**src/rtl/div_pkg.sv**
```systemverilog
// Shared constants and FSM state type for the 8-bit restoring divider.
package div_pkg;

  localparam int DIV_WIDTH = 8;
  localparam int CNT_WIDTH = 3;
  localparam logic [DIV_WIDTH-1:0] DIV0_QUOTIENT = 8'hFF;

  typedef enum logic [1:0] {
    IDLE,
    RUN,
    DONE
  } state_t;

endpackage

```
**src/rtl/divider_8bit_if.sv**
```systemverilog
// Start/done handshake and operand/result bundle between a requester and the divider.
interface divider_8bit_if #(
  parameter int WIDTH = div_pkg::DIV_WIDTH
);

  logic             start;
  logic [WIDTH-1:0] dividend;
  logic [WIDTH-1:0] divisor;
  logic             busy;
  logic             done;
  logic [WIDTH-1:0] quotient;
  logic [WIDTH-1:0] remainder;
  logic             div_by_zero;

  modport master (
    output start, dividend, divisor,
    input  busy, done, quotient, remainder, div_by_zero
  );

  modport slave (
    input  start, dividend, divisor,
    output busy, done, quotient, remainder, div_by_zero
  );

endinterface

```
**src/rtl/trial_subtractor.sv**
```systemverilog
// Combinational 9-bit minus 8-bit trial subtraction built from chained full-subtract cells.
module trial_subtractor
  import div_pkg::*;
(
  input  logic [DIV_WIDTH:0]   minuend,
  input  logic [DIV_WIDTH-1:0] subtrahend,
  output logic [DIV_WIDTH:0]   diff,
  output logic                 borrow
);

  logic [DIV_WIDTH:0]   sub_ext;
  logic [DIV_WIDTH+1:0] chain;

  assign sub_ext  = {1'b0, subtrahend};
  assign chain[0] = 1'b0;

  for (genvar i = 0; i <= DIV_WIDTH; i++) begin : g_cell
    assign diff[i]    = minuend[i] ^ sub_ext[i] ^ chain[i];
    assign chain[i+1] = (~minuend[i] & sub_ext[i]) |
                        (~(minuend[i] ^ sub_ext[i]) & chain[i]);
  end

  assign borrow = chain[DIV_WIDTH+1];

endmodule

```
**src/rtl/divider_8bit.sv**
```systemverilog
// Sequential unsigned restoring divider: one quotient bit per clock, start/done handshake.
module divider_8bit
  import div_pkg::*;
(
  input  logic           clk,
  input  logic           rst,
  divider_8bit_if.slave  bus
);

  state_t                 state, next_state;
  logic [DIV_WIDTH-1:0]   q_reg;
  logic [DIV_WIDTH-1:0]   r_reg;
  logic [DIV_WIDTH-1:0]   d_reg;
  logic [CNT_WIDTH-1:0]   cnt;
  logic                   busy_reg;
  logic                   done_reg;
  logic                   dbz_reg;

  logic [DIV_WIDTH:0]     r_shift;
  logic [DIV_WIDTH:0]     diff;
  logic                   borrow;
  logic [DIV_WIDTH:0]     r_next;
  logic                   unused_r_msb;

  assign r_shift = {r_reg, q_reg[DIV_WIDTH-1]};

  trial_subtractor u_sub (
    .minuend    (r_shift),
    .subtrahend (d_reg),
    .diff       (diff),
    .borrow     (borrow)
  );

  assign r_next = borrow ? r_shift : diff;
  // A restored or accepted partial remainder is always below the divisor, so bit 8 is zero.
  assign unused_r_msb = r_next[DIV_WIDTH];

  // NOTE: every variable written here gets a default first, otherwise a latch is inferred.
  always_comb begin
    next_state = state;
    case (state)
      IDLE:    if (bus.start) next_state = (bus.divisor == '0) ? DONE : RUN;
      RUN:     if (cnt == CNT_WIDTH'(DIV_WIDTH - 1)) next_state = DONE;
      DONE:    next_state = IDLE;
      default: next_state = IDLE;
    endcase
  end

  // NOTE: sequential state uses non-blocking assignments so all registers update together.
  always_ff @(posedge clk) begin
    if (rst) state <= IDLE;
    else     state <= next_state;
  end

  // NOTE: reset is synchronous; every register, including the datapath, clears on rst.
  always_ff @(posedge clk) begin
    if (rst) begin
      q_reg    <= '0;
      r_reg    <= '0;
      d_reg    <= '0;
      cnt      <= '0;
      busy_reg <= 1'b0;
      done_reg <= 1'b0;
      dbz_reg  <= 1'b0;
    end else begin
      busy_reg <= (next_state != IDLE);
      done_reg <= (next_state == DONE);
      case (state)
        IDLE: begin
          if (bus.start) begin
            if (bus.divisor == '0) begin
              q_reg   <= DIV0_QUOTIENT;
              r_reg   <= bus.dividend;
              dbz_reg <= 1'b1;
            end else begin
              q_reg   <= bus.dividend;
              r_reg   <= '0;
              d_reg   <= bus.divisor;
              cnt     <= '0;
              dbz_reg <= 1'b0;
            end
          end
        end
        RUN: begin
          q_reg <= {q_reg[DIV_WIDTH-2:0], ~borrow};
          r_reg <= r_next[DIV_WIDTH-1:0];
          cnt   <= cnt + 1'b1;
        end
        default: ;
      endcase
    end
  end

  assign bus.busy        = busy_reg;
  assign bus.done        = done_reg;
  assign bus.quotient    = q_reg;
  assign bus.remainder   = r_reg;
  assign bus.div_by_zero = dbz_reg;

endmodule
```
**src/flat_wrapper.sv**
```systemverilog
// flat-port wrapper written by rule: the top's interface ports become plain ports
module divider_8bit_flat import div_pkg::*;
  (clk, rst, bus_start, bus_dividend, bus_divisor, bus_busy, bus_done, bus_quotient, bus_remainder, bus_div_by_zero);
  divider_8bit_if bus_i ();
  input  logic clk;
  input  logic rst;
  input wire logic [$bits(bus_i.start)-1:0] bus_start;
  input wire logic [$bits(bus_i.dividend)-1:0] bus_dividend;
  input wire logic [$bits(bus_i.divisor)-1:0] bus_divisor;
  output wire logic [$bits(bus_i.busy)-1:0] bus_busy;
  output wire logic [$bits(bus_i.done)-1:0] bus_done;
  output wire logic [$bits(bus_i.quotient)-1:0] bus_quotient;
  output wire logic [$bits(bus_i.remainder)-1:0] bus_remainder;
  output wire logic [$bits(bus_i.div_by_zero)-1:0] bus_div_by_zero;
  assign bus_i.start = bus_start;
  assign bus_i.dividend = bus_dividend;
  assign bus_i.divisor = bus_divisor;
  assign bus_busy = bus_i.busy;
  assign bus_done = bus_i.done;
  assign bus_quotient = bus_i.quotient;
  assign bus_remainder = bus_i.remainder;
  assign bus_div_by_zero = bus_i.div_by_zero;
  divider_8bit u_core (.clk(clk), .rst(rst), .bus(bus_i));
endmodule
```
**config.mk**
```make
export PLATFORM = sky130hd
export DESIGN_NAME = divider_8bit_flat
export DESIGN_NICKNAME = d
export VERILOG_FILES = /design/src/rtl/div_pkg.sv /design/src/rtl/divider_8bit_if.sv /design/src/rtl/trial_subtractor.sv /design/src/rtl/divider_8bit.sv /design/src/flat_wrapper.sv
export SDC_FILE = /design/constraint.sdc
export NUM_CORES = 1
export LEC_CHECK = 0
export CAP_MARGIN = 20
export CORE_UTILIZATION = 30
export DETAILED_ROUTE_END_ITERATION = 12
export PLACE_DENSITY = 0.48
export SYNTH_ARGS = -nofsm -noshare
export SYNTH_HDL_FRONTEND = slang
export SYNTH_SLANG_ARGS = --single-unit
```
**constraint.sdc**
```tcl
create_clock -name clk -period 9.7 [get_ports clk]
set_clock_uncertainty 0.2 [all_clocks]
set_input_delay 1.94 -clock clk [delete_from_list [all_inputs] [get_ports clk]]
set_output_delay 1.94 -clock clk [all_outputs]
set_load 0.01 [all_outputs]
```
==> results.ini, run 1 <==
[clocking]
clock_sinks = 32
h-tree-depth = 2
cts_root_buffer = clkbuf_8
ctsResizeCount = 0
post-cts-setup-buffers = 0
cts_hold_buffers = 0
clkLatencyLatePin_ns = 0.28
cts_tree = built
clk_pin_slew_ns = 0.07
cts_buffer_depth = 2
cts_buffers = 5

[global_route]
first_global_vias = 1506
grt_max_degree = 36
grt_use_total_pct = 15.6
grt_pass1_wl_mm = 7.44
overflow = 0
antenna_found_initial = 0

[routing]
met2_length_mm = 2.13
wl_per_cell_um = 15.7
wl_met3_um = 164
drtIter0Drc = 89
firstDrtPassIters = 4
ant_nets = 0
wl_met1_mm = 2.04
num_vias = 1462
route.detailed.drc = 0
wirelength_mm = 4.39
top_layer = met4
via_per_inst = 5.22

[power_and_ir_drop]
power_density_nw_per_um2 = 162
leakage_nw = 0.780
vdd_ir_drop_max_mv = 0.0774

[final_layout]
synthToLayoutAreaGrowth_pct = 29.1
drive_above_1_share_pct = 6.25
diodes = 0
nFillCells = 543
finalNetCount = 236

[status]
status = complete, no violations

[worst_hold_path]
min_path_cells = 1
hold_path.class = flop to flop
hold_path_end = u_core.cnt[0]$_SDFFE_PP0P_
hold_start = u_core.cnt[0]$_SDFFE_PP0P_

[sta]
finalSetupTns_ns = 0
hold_viol = 0
timing.final.crit_share_pct = 47.0
min_period_ns = 4.55
setup_slack_ns = 5.15
fmax_mhz = 220
max_slew_margin_pct = 31.0
worst_slew_pin_slew_ns = 1.03
setup_viol = 0
slew_violations = 0
rsz0062_at_grt = false

[setup_path]
cp_max_fo = 9
crit_top_cell = fa_1
crit_buf_inv = 1
r2r_cells = 12
cp.depth = 12
r2r_slack_ns = 5.15
reg2reg_from = u_core.bus.quotient[7]$_SDFFE_PP0P_
cpMaxStageDelayCell = fa_1
endpoint_kind = flop
cp.arrival_ns = 4.53
crit_path_cell_trace = inv_1, ha_1, fa_1, fa_1, fa_1, fa_1, fa_1, fa_1, fa_1, nand2b_1, a211oi_1, a311o_1
slowest_delay_ns = 0.50
crit_family = adder cells
critPathLaunchType = flop
required_ns = 9.67
reg2reg_to = u_core.bus.remainder[7]$_SDFFE_PP0P_
crit_type = flop to flop

[placement]
place_ws_ns = 5.13
io_buffers = 37
dpl.hpwl_mm = 3.16
place.gp.congestion = 0.782

[synth]
synth-seq-cells = 32
syn_area_per_cell_um2 = 9.70
synth_top_area_share_pct = 37.5
synth.most_common_cell = dfxtp_1
synth.area.top_cells = dfxtp_1 (38%), fa_1 (8.2%), a211oi_1 (7.5%), a311o_1 (4.7%), mux2i_1 (4.7%)
netlist.top_cell.by_area = dfxtp_1
synth_edf_count = 0
ys_types = 33
syn-num-nets = 205
async_reset_ff_share_pct = 0
syn_inst = 176
yosysSeqAreaShare_pct = 37.5
ys_warn_count = 0
synthesis.area_um2 = 1710
synth_top_flop_cell = dfxtp_1
synth_common_cells = dfxtp_1 (32), a211oi_1 (17), nand2b_1 (12)

[die]
num_rows = 27
initial_core_util_pct = 31.0
core_um2 = 5510
fp.dieH_um = 77.5
ios = 38
chipWidth_um = 77.5
die_area_um2 = 6000

[run]
drv_cap = 0

## layout by cell type (no fill, tap or decap), drive strengths merged
cell type,Yosys,routed
or3b,1,1
o21ai,9,9
a211oi,18,18
mux2i,8,8
nand2,8,8
a31oi,1,1
nand4b,1,1
ha,3,3
nor2b,2,2
nor3,9,9
nor4,2,2
nor3b,9,9
o21ba,1,1
clkdlybuf4s50,0,37
a221oi,1,1
a311o,8,8
o21bai,1,1
nand2b,12,12
and4b,1,1
dfxtp,32,32
a21oi,3,3
a21o,1,1
nor2,8,8
fa,7,7
clkbuf,8,8
nor4b,1,1
nand4,2,2
buf,6,1
a32oi,1,1
inv,10,10
a2bb2oi,2,2
## worst max path at each step
| stage | start | to |
|---|---|---|
| final | u_core.bus.quotient[7]$_SDFFE_PP0P_ | u_core.bus.remainder[7]$_SDFFE_PP0P_ |
| after detailed placement | u_core.bus.quotient[7]$_SDFFE_PP0P_ | u_core.bus.remainder[7]$_SDFFE_PP0P_ |
| after CTS | u_core.bus.quotient[7]$_SDFFE_PP0P_ | u_core.bus.remainder[7]$_SDFFE_PP0P_ |
| after global routing | u_core.bus.quotient[7]$_SDFFE_PP0P_ | u_core.bus.remainder[7]$_SDFFE_PP0P_ |
| after floorplan | u_core.bus.quotient[7]$_SDFFE_PP0P_ | u_core.bus.remainder[7]$_SDFFE_PP0P_ |
| after global placement | u_core.bus.quotient[7]$_SDFFE_PP0P_ | u_core.bus.remainder[7]$_SDFFE_PP0P_ |
## area by class of cell
| cell class | instances | area (um2) | area share [%] |
|---|---|---|---|
| Sequential cell | 32 | 641 | 29.1 |
| Timing Repair Buffer | 38 | 378 | 17.1 |
| Clock buffer | 8 | 90.1 | 4.09 |
| Tap cell | 72 | 90.1 | 4.09 |
| Multi-Input combinational cell | 120 | 968 | 43.9 |
| Inverter | 10 | 37.5 | 1.70 |
## routing by layer
metal / global-route usage (%) / up-vias
li1: - / 706
met1: 19.9 / 717
met2: 25.6 / 33
met3: 4.00 / 6
met4: 5.28 / 0
met5: 0 / -
## logic make-up (layout without fill, tap and decap cells)
logic type	count (synthesis)	count (layout)	synth area share (%)
mux	8	8	4.69
flops	32	32	37.5
compound gates	46	46	20.7
simple gates	56	56	21.0
fa+ha+maj	10	10	10.4
buf+inv	24	56	5.79
## stage by stage
step | power, mW | instances | hold slack [ns] | util [%] | area, um2
floorplan | 0.216 | 176 | 0.244 | - | 1710
global placement | 0.255 | 272 | 0.273 | 38.4 | 2110
detailed placement | 0.256 | 272 | 0.267 | 38.4 | 2110
CTS | 0.362 | 280 | 0.276 | 40.0 | 2200
global route | 0.380 | 280 | 0.317 | 40.0 | 2200
finish | 0.357 | 280 | 0.273 | 40.0 | 2200
## power breakdown
group          internal [mW]  switching [mW]
Clock                 0.0578          0.0471
Sequential             0.142          0.0105
Combinational         0.0502          0.0490
Note: power is estimated with default switching activity, not from simulation.
==> run 2, diff against run 1 <==
--- a/config.mk
+++ b/config.mk
@@ -8,7 +8,7 @@
 export CAP_MARGIN = 20
 export CORE_UTILIZATION = 30
 export DETAILED_ROUTE_END_ITERATION = 12
-export PLACE_DENSITY = 0.48
+export PLACE_DENSITY = 0.5
 export SYNTH_ARGS = -nofsm -noshare
 export SYNTH_HDL_FRONTEND = slang
 export SYNTH_SLANG_ARGS = --single-unit
==> constraint.sdc (replaced) <==
create_clock -name clk -period 4 [get_ports clk]
set_clock_uncertainty 0.2 [all_clocks]
set_input_delay 0.8 -clock clk [delete_from_list [all_inputs] [get_ports clk]]
set_output_delay 0.8 -clock clk [all_outputs]
set_load 0.01 [all_outputs]
==> run 2 against run 1 <==
Fmax rose by 15%. Largest power group unchanged. Via count rose by 0.96%. Clock-buffer cell count did not move. Final cell count rose by 3.2%. Highest routed layer unchanged. Critical path depth rose by 1.
==> results.ini, run 2 (same netlist as run 1, synthesis figures left out) <==
[status]
status = complete, no violations

[power_and_ir_drop]
p_int_uw = 641  ; +160%
p_comb_share_pct = 31.6  ; +3.8 points
sequentialPowerShare_pct = 40.5  ; -2.3 points
clkPwrFrac_pct = 27.9  ; -1.5 points
p_total_uw = 918  ; +160%
power_density_nw_per_um2 = 396  ; +140%
vdd_ir_drop_max_mv = 0.179  ; +130%
switching_share_pct = 30.2  ; +0.39 points
leakage_nw = 0.819  ; +4.9%
p_sw_uw = 278  ; +160%

[die]
die_area_um2 = 6000  ; unchanged
core_um2 = 5510  ; unchanged
initial_core_util_pct = 31.0  ; unchanged
chipWidth_um = 77.5  ; unchanged
fp.dieH_um = 77.5  ; unchanged
ios = 38  ; unchanged
num_rows = 27  ; unchanged

[sta]
max_slew_margin_pct = 54.9  ; +24 points
slew_violations = 0  ; unchanged
rsz0062_at_grt = true
setup_viol = 0  ; unchanged
worst_slew_pin_slew_ns = 0.675  ; -0.360 ns
fmax_mhz = 253  ; +15%
min_period_ns = 3.95  ; -0.608 ns
timing.final.crit_share_pct = 98.7  ; +52 points
hold_viol = 0  ; unchanged

[final_layout]
nFillCells = 532  ; -2.0%
layout_common_cells = clkdlybuf4s50_1 (37), dfxtp_1 (31), a211oi_1 (15), nand2b_1 (12)
finalNetCount = 245  ; +3.8%
regArea_um2 = 642  ; +0.20%
final_common_cell = clkdlybuf4s50_1
drive_above_1_share_pct = 15.7  ; +9.4 points
multi_input_area_um2 = 1010  ; +4.1%
diodes = 0  ; unchanged
instances_no_fill = 289  ; +3.2%
synthToLayoutAreaGrowth_pct = 35.9

[clocking]
clk_pin_slew_ns = 0.07  ; about the same
cts_root_buffer = clkbuf_8
cts_tree = built
clkLatencyLatePin_ns = 0.28  ; about the same
clock_sinks = 32  ; unchanged
cts_buffers = 5  ; unchanged
cts_buffer_depth = 2  ; unchanged
h-tree-depth = 2  ; unchanged

[setup_path]
cp.arrival_ns = 3.91  ; -0.62 ns
required_ns = 3.97  ; -5.70 ns
endpoint_kind = flop
r2r_slack_ns = 0.05  ; -5.09 ns
crit_type = flop to flop
r2r_cells = 13  ; +1
reg2reg_to = u_core.bus.remainder[7]$_SDFFE_PP0P_
critPathLaunchType = flop
cp_max_fo = 2  ; -7
reg2reg_from = u_core.bus.quotient[7]$_SDFFE_PP0P_

[worst_hold_path]
hold_start = u_core.bus.div_by_zero$_SDFFE_PP0P_
hold_path.class = flop to flop
min_path_cells = 2  ; +1
hold_path_end = u_core.bus.div_by_zero$_SDFFE_PP0P_

[routing]
ant_nets = 0  ; unchanged
drtIter0Drc = 90  ; +1.1%
num_vias = 1476  ; +0.96%
route.detailed.drc = 0  ; unchanged
wl_per_cell_um = 16.0  ; +2.0%
via_per_inst = 5.11  ; -2.2%
firstDrtPassIters = 4  ; unchanged
wirelength_mm = 4.62  ; +5.3%

[global_route]
grt_max_degree = 23  ; -36%
overflow = 0  ; unchanged
first_global_vias = 1495  ; -0.73%
grt_pass1_wl_mm = 7.60  ; +2.1%
antenna_found_initial = 0  ; unchanged
grt_use_total_pct = 16.4  ; +0.76 points

[placement]
place.gp.congestion = 0.737  ; -5.7%
io_buffers = 37  ; unchanged
dpl.cell_count = 279  ; +2.6%
dpl.hpwl_mm = 3.32  ; +5.3%

[run]
drv_cap = 0  ; unchanged

run 2: changes by cell type in the layout (fill, tap and decap cells not counted), moves of 2 or more:
cell / change
a211oi_1: -2
a211oi_2: +2
buf_4: +7
buf_6: +2
fa_1: -7
fa_2: +7
run 2: power by group through the flow:
stage | combinational, mW | sequential [mW] | clock, mW
floorplan | 0.160 | 0.377 | 0
global placement | 0.265 | 0.378 | 0
detailed placement | 0.272 | 0.378 | 0
CTS | 0.278 | 0.371 | 0.265
global route | 0.317 | 0.376 | 0.287
finish | 0.290 | 0.372 | 0.257
run 2: worst max-delay path by stage:
| stage | from | depth (start not counted) | end | slack (ns) |
|---|---|---|---|---|
| 3_5_place_dp | u_core.bus.quotient[7]$_SDFFE_PP0P_ | 13 | u_core.bus.remainder[5]$_SDFFE_PP0P_ | 0.01 |
| 3_3_place_gp | u_core.bus.quotient[7]$_SDFFE_PP0P_ | 13 | u_core.bus.remainder[5]$_SDFFE_PP0P_ | 0.04 |
| 6_report | u_core.bus.quotient[7]$_SDFFE_PP0P_ | 13 | u_core.bus.remainder[7]$_SDFFE_PP0P_ | 0.05 |
| 2_1_floorplan | u_core.bus.quotient[7]$_SDFFE_PP0P_ | 13 | u_core.bus.remainder[7]$_SDFFE_PP0P_ | 0.01 |
| 4_1_cts | u_core.bus.quotient[7]$_SDFFE_PP0P_ | 13 | u_core.bus.remainder[7]$_SDFFE_PP0P_ | 0.02 |
| 5_1_grt | u_core.bus.quotient[7]$_SDFFE_PP0P_ | 13 | u_core.bus.remainder[7]$_SDFFE_PP0P_ | -0.04 |
run 2: what timing repair did:
item	in CTS	in global routing
resized for setup	2	5
setup buffers	0	2
endpoints found under the setup margin	7	9
pin swaps	5	1
hold buffers	0	0
run 2: metrics by stage:
stage          utilization [%]  hold WS (ns)  setup slack (ns)  cell area, um2  setup TNS (ns)
2_1_floorplan                -         0.244            0.0121            1740               0
3_3_place_gp              39.7         0.268            0.0391            2190               0
3_5_place_dp              39.7         0.268            0.0135            2190               0
4_1_cts                   41.4         0.286            0.0209            2280               0
5_1_grt                   42.1         0.311           -0.0408            2320          -0.219
6_report                  42.1         0.286            0.0529            2320               0
run 2: metal layers:
metal	share of wire [%]	global-route usage, %
met1	47	21.5
met2	50	26.7
met3	3.2	4.71
met4	0.28	3.40
met5	0	0
run 2: cell type report:
| class | count | area share (%) |
|---|---|---|
| multi-input combinational | 120 | 43.5 |
| inverter | 10 | 1.62 |
| tap | 72 | 3.88 |
| timing repair buffer | 47 | 19.5 |
| sequential | 32 | 27.7 |
| clock buffer | 8 | 3.88 |
run 2: critical path, stage by stage (launching register included):
cell      delay, ns
dfxtp_2        0.33
inv_2          0.05
ha_4           0.15
fa_2           0.35
fa_2           0.35
fa_2           0.34
fa_2           0.34
fa_2           0.35
fa_2           0.36
fa_2           0.38
nand2b_1       0.12
buf_4          0.13
a211oi_2       0.06
a311o_1        0.32
